--- config.mk ---
export PLATFORM = sky130hd
export DESIGN_NAME = axi_burst_write_engine
export DESIGN_NICKNAME = d
export VERILOG_FILES = /design/src/rtl/axi_burst_write_engine.sv
export SDC_FILE = /design/constraint.sdc
export NUM_CORES = 1
export LEC_CHECK = 0
export CAP_MARGIN = 10
export CELL_PAD_IN_SITES_DETAIL_PLACEMENT = 2
export CELL_PAD_IN_SITES_GLOBAL_PLACEMENT = 2
export CORE_AREA = 2 2 257 259
export CTS_BUF_LIST = sky130_fd_sc_hd__clkbuf_4 sky130_fd_sc_hd__clkbuf_8
export DETAILED_ROUTE_END_ITERATION = 12
export DIE_AREA = 0 0 259 261
export MAX_ROUTING_LAYER = met4
export PLACE_DENSITY_LB_ADDON = 0.1
export SYNTH_ARGS = -nofsm -noshare
export SYNTH_HDL_FRONTEND = slang
export SYNTH_SLANG_ARGS = --single-unit
--- constraint.sdc ---
create_clock -name axi_aclk -period 5.5 [get_ports axi_aclk]
set_clock_uncertainty 0.1 [all_clocks]
set_input_delay 0.55 -clock axi_aclk [delete_from_list [all_inputs] [get_ports axi_aclk]]
set_output_delay 0.55 -clock axi_aclk [all_outputs]
set_load 0.05 [all_outputs]
--- src/rtl/axi_burst_write_engine.sv ---
// -----------------------------------------------------------------------------
// axi_burst_write_engine
//
// Turns a (start address, beat count) request into one or more AXI4 INCR
// write bursts. The write data comes from a simple valid/ready stream.
//
// Each burst is the smallest of three limits:
//   - the beats still remaining in the request,
//   - MAX_BURST,
//   - the beats left before the next 4 KB address boundary.
// Only one burst is in flight at a time: AW, then all W beats, then B.
//
// Ports
//   axi_aclk, axi_resetn    clock, asynchronous active-low reset
//   req_valid/req_ready     request handshake; req_ready is high only when idle
//   req_addr, req_beats     start byte address (beat aligned), total beats
//   done                    one-cycle pulse when the whole request finishes
//   err                     sticky: some burst returned a non-OKAY bresp
//   s_data/s_valid/s_ready  write data stream, passed straight to the W channel
//   axi_aw*                 AXI write address channel (master side)
//   axi_w*                  AXI write data channel (master side)
//   axi_b*                  AXI write response channel (master side)
// -----------------------------------------------------------------------------
module axi_burst_write_engine #(
   parameter int IDSIZE    = 3,
   parameter int ID        = 0,
   parameter int ASIZE     = 32,
   parameter int DSIZE     = 256,
   parameter int LSIZE     = 8,
   parameter int MAX_BURST = 256,
   parameter int TSIZE     = 24
) (
   input  logic                 axi_aclk,
   input  logic                 axi_resetn,
   // request / status
   input  logic                 req_valid,
   output logic                 req_ready,
   input  logic [ASIZE-1:0]     req_addr,
   input  logic [TSIZE-1:0]     req_beats,
   output logic                 done,
   output logic                 err,
   // write data stream
   input  logic [DSIZE-1:0]     s_data,
   input  logic                 s_valid,
   output logic                 s_ready,
   // AW channel
   output logic [IDSIZE-1:0]    axi_awid,
   output logic [ASIZE-1:0]     axi_awaddr,
   output logic [LSIZE-1:0]     axi_awlen,
   output logic [2:0]           axi_awsize,
   output logic [1:0]           axi_awburst,
   output logic                 axi_awvalid,
   input  logic                 axi_awready,
   // W channel
   output logic [DSIZE-1:0]     axi_wdata,
   output logic [DSIZE/8-1:0]   axi_wstrb,
   output logic                 axi_wlast,
   output logic                 axi_wvalid,
   input  logic                 axi_wready,
   // B channel
   input  logic [IDSIZE-1:0]    axi_bid,
   input  logic [1:0]           axi_bresp,
   input  logic                 axi_bvalid,
   output logic                 axi_bready
);

   localparam int BYTES  = DSIZE / 8;
   localparam int BSHIFT = $clog2(BYTES);
   // Burst length needs one bit more than awlen: MAX_BURST may equal 2**LSIZE.
   localparam int BW     = LSIZE + 1;
   // Working width for the min() compare: holds the remaining count and the
   // 4 KB room (up to 4096 beats at byte-wide data).
   localparam int CW     = (TSIZE > 13) ? TSIZE + 1 : 14;

   localparam logic [IDSIZE-1:0] ID_C     = IDSIZE'(ID);
   localparam logic [2:0]        AWSIZE_C = 3'(BSHIFT);

   typedef enum logic [2:0] {
      S_IDLE,
      S_CALC,
      S_AW,
      S_W,
      S_B,
      S_DONE
   } state_t;

   state_t            state_q;
   state_t            state_d;

   logic [ASIZE-1:0]  addr_q;
   logic [TSIZE-1:0]  remain_q;
   logic [BW-1:0]     blen_q;
   logic [BW-1:0]     beat_q;
   logic              err_q;

   logic              accept;
   logic              beat_hs;
   logic              last_beat;
   logic              b_hit;
   logic [TSIZE-1:0]  remain_after;

   // Length of the next burst from the current address and remaining count.
   // The address is beat aligned, so the room to the 4 KB boundary divides
   // exactly into beats.
   function automatic logic [BW-1:0] calc_blen(input logic [ASIZE-1:0] a,
                                               input logic [TSIZE-1:0] rem);
      logic [12:0]   room_bytes;
      logic [CW-1:0] room;
      logic [CW-1:0] n;
      room_bytes = 13'h1000 - {1'b0, a[11:0]};
      room       = CW'(room_bytes >> BSHIFT);
      n          = CW'(rem);
      if (n > CW'(MAX_BURST)) n = CW'(MAX_BURST);
      if (n > room)           n = room;
      return BW'(n);
   endfunction

   assign accept       = req_ready && req_valid && (req_beats != '0);
   assign beat_hs      = (state_q == S_W) && s_valid && axi_wready;
   assign last_beat    = (beat_q == blen_q - BW'(1));
   assign b_hit        = (state_q == S_B) && axi_bvalid && (axi_bid == ID_C);
   assign remain_after = remain_q - TSIZE'(blen_q);

   // State register
   always_ff @(posedge axi_aclk or negedge axi_resetn) begin
      if (!axi_resetn) begin
         state_q <= S_IDLE;
      end else begin
         state_q <= state_d;
      end
   end

   // Next state and handshake outputs
   always_comb begin
      state_d     = state_q;
      req_ready   = 1'b0;
      axi_awvalid = 1'b0;
      axi_wvalid  = 1'b0;
      axi_wlast   = 1'b0;
      s_ready     = 1'b0;
      axi_bready  = 1'b0;
      done        = 1'b0;
      case (state_q)
         S_IDLE: begin
            // Gated by the reset pin so req_ready is low while reset is held.
            req_ready = axi_resetn;
            if (accept) state_d = S_CALC;
         end
         S_CALC: begin
            state_d = S_AW;
         end
         S_AW: begin
            axi_awvalid = 1'b1;
            if (axi_awready) state_d = S_W;
         end
         S_W: begin
            axi_wvalid = s_valid;
            s_ready    = axi_wready;
            axi_wlast  = s_valid && last_beat;
            if (beat_hs && last_beat) state_d = S_B;
         end
         S_B: begin
            axi_bready = 1'b1;
            if (b_hit) state_d = (remain_after == '0) ? S_DONE : S_CALC;
         end
         S_DONE: begin
            done    = 1'b1;
            state_d = S_IDLE;
         end
         default: begin
            state_d = S_IDLE;
         end
      endcase
   end

   // Address, counters and sticky error
   always_ff @(posedge axi_aclk or negedge axi_resetn) begin
      if (!axi_resetn) begin
         addr_q   <= '0;
         remain_q <= '0;
         blen_q   <= '0;
         beat_q   <= '0;
         err_q    <= 1'b0;
      end else begin
         case (state_q)
            S_IDLE: begin
               if (accept) begin
                  addr_q   <= req_addr;
                  remain_q <= req_beats;
                  err_q    <= 1'b0;
               end
            end
            S_CALC: begin
               blen_q <= calc_blen(addr_q, remain_q);
               beat_q <= '0;
            end
            S_W: begin
               if (beat_hs) beat_q <= beat_q + BW'(1);
            end
            S_B: begin
               if (b_hit) begin
                  // Carry past ASIZE falls off: the address wraps.
                  addr_q   <= addr_q + (ASIZE'(blen_q) << BSHIFT);
                  remain_q <= remain_after;
                  if (axi_bresp != 2'b00) err_q <= 1'b1;
               end
            end
            default: begin
            end
         endcase
      end
   end

   assign axi_awid    = ID_C;
   assign axi_awaddr  = addr_q;
   assign axi_awlen   = LSIZE'(blen_q - BW'(1));
   assign axi_awsize  = AWSIZE_C;
   assign axi_awburst = 2'b01;
   assign axi_wdata   = s_data;
   assign axi_wstrb   = '1;
   assign err         = err_q;

endmodule
==> metrics.txt <==
Place WS 0.759 ns; Overflow after GRT 0; num ports around 670; GR Util All Layers 11.7%; H-tree Lvls 3; Synth Cell Area ~0.0081 mm^2; initial antenna violation count 4; fmax 0.211 GHz; startpoint type of the worst setup path flip-flop; Yosys reg bits 78; most numerous cell in the Yosys netlist buf_4; # Post-CTS Setup Buffers 0; number of CTS-inserted buffers 9; Post-Syn Instances between 1000 and 1500; Reg clk slew, reported paths 0.11 ns; layout cells sized above 1 5.92%; synth unique cells 64; r2r setup slk 0.77 ns; Pre-Repair DR Iteration Count 4; post-route DRC violation count 0; Area Overhead vs Synth 4.28%; Worst Tran Pin Value roughly 1.1 ns; worst path arrival time 5.01 ns; Post-synth EDFFs 0; PortBufs 115; Die H 261 um; RSZ-0062 raised after global routing no; Routed wire per std cell 22.0 um; Max-Cap Viols 0; DRT iter0 DRCs 190; Starting Density between 10% and 20%; setup tns final 0 ns; area leader, netlist buf_4; Root Driver clkbuf_8; Synth top area share 27.4%; Final Total Pwr 5230 uW; Worst EP required 5.77 ns; routed vias approximately 6400; first-pass GRT wire length 54700 um; vias per cell 3.67; remaining antenna violation count after routing 0; setup violators final 0; core footprint around 0.065 mm^2; Seq/Total Area, Yosys 24.1%; Top FF cell, synth dfrtp_1; Pins Over Slew Limit 0; clk sink count 78; cell area power density 618 mW/mm^2; Crit. End Element flip-flop; Final min period roughly 4.7 ns; Async S/R FF share, synth 100%; vias in the first global route between 7000 and 8000; GPL Wtd Cong 0.684; total die area 0.0676 mm^2; largest cells by area after synthesis buf_4 (27%), dfrtp_1 (24%), ha_1 (4.3%); Clock Latency Late Sink between 0.4 and 0.5 ns; Peak VDD IR ~0.00025 V; CTS tree done; worst hold path class flip-flop to flip-flop; mean post-synth cell area 7.92 um^2; status finished clean; Max Root-Sink Buffers 2; CP Class flip-flop to flip-flop; final hold viol count 0; FP Rows 94; synth warn 0; Worst Path Max Fanout 9; Slew HR a little over a quarter; chip width between 200 and 300 um; Final WS setup 0.766 ns; fin crit share 86.1%; Pleak between 0.003 and 0.004 uW; largest net degree at the start of global routing 60; HPWL after DPL 30500 um; Layout Nets between 1000 and 1500; Routed Wire Length 38400 um; Synth top cells by count buf_4 (296), dfrtp_1 (78), nand2_1 (76); number of cells upsized or downsized after cts 0
[cells by family after synthesis]
group,synth area share [%]
xor+xnor,4.49
simple gates,18.5
other cells,0.0927
fa+ha+maj,4.82
mux,1.62
buf+inv,30.7
flops,24.1
compound gates,15.8
[flip-flops by register name, summed over array words and instances (netlist names)]
register / count
err: 1
beat_q: 9
remain_q: 24
blen_q: 9
axi_awaddr: 32
state_q: 3
[cell usage in the layout, fill, tap and decap left out, types with 18 or more instances in the layout]
cell,instances
inv_1,31
nor3_1,20
nor4_1,18
nand2_1,76
conb_1,40
xnor2_1,23
clkdlybuf4s50_1,114
nand3_1,27
a21oi_1,62
nor2_1,73
buf_4,18
ha_1,28
o21ai_0,37
dfrtp_1,77
o22ai_1,18
[worst max-delay path, cell delays in order (launching register included)]
cell	delay (ns)
dfrtp_1	0.45
or4_1	0.58
or3_4	0.36
or3_1	0.34
or3_4	0.42
a211oi_2	0.54
and2_1	0.21
ha_1	0.16
nand3_1	0.11
nor2_1	0.12
nand2_1	0.11
a2111oi_4	0.38
o21a_4	0.24
and3_1	0.34
a221o_1	0.20
[cell type report]
cell class	count	area, um^2
repair buffers	133	1290
flip-flops and latches	78	1950
multi-input cells	619	3820
well taps	864	1080
clock buffers	12	153
fillers	7591	56600
clock inverters	4	31.3
diodes	2	5.00
inverters	32	120
[per-layer routing]
metal / track usage, % / vias up / wire length, um
li1: - / 2910 / -
met1: 13.8 / 3142 / 16500
met2: 18.6 / 264 / 18400
met3: 3.71 / 87 / 2440
met4: 4.42 / 0 / 1010
met5: - / - / 0
[power by group]
part           internal, uW  switching [uW]  leakage (uW)
registers               812             475      0.000967
logic                  1210            2250       0.00211
clock network           190             297     0.0000978
[timing repair]
item                                    in CTS  in global routing
hold buffers                                 1                  0
endpoints found under the hold margin       23                  0
endpoints found under the setup margin       0                  0
[stage by stage]
| step | instance area [um^2] | cells | utilization, % | hold slack, ns |
|---|---|---|---|---|
| 2_1_floorplan | 8250 | 1061 | - | 0.154 |
| 5_1_grt | 8450 | 1744 | 13.0 | 0.453 |
| 3_3_place_gp | 8250 | 1725 | 12.7 | 0.391 |
| 6_report | 8450 | 1744 | 13.0 | 0.409 |
| 3_5_place_dp | 8250 | 1725 | 12.7 | 0.390 |
| 4_1_cts | 8450 | 1742 | 13.0 | 0.419 |
[worst paths after layout]
path / from / endpoint / depth (start not counted)
setup / recovery: remain_q[15]$_DFFE_PN0P_ / blen_q[4]$_DFFE_PN0P_ / 14
hold / removal: axi_awaddr[2]$_DFFE_PN0P_ / axi_awaddr[2]$_DFFE_PN0P_ / 2
setup reg to reg: remain_q[15]$_DFFE_PN0P_ / blen_q[4]$_DFFE_PN0P_ / 14
hold reg to reg: axi_awaddr[2]$_DFFE_PN0P_ / axi_awaddr[2]$_DFFE_PN0P_ / 2
max in group asynchronous: axi_resetn / state_q[2]$_DFFE_PN0P_ / 3
min in group asynchronous: axi_resetn / remain_q[21]$_DFFE_PN0P_ / 2
No activity file was read; power rests on OpenSTA's default activity.
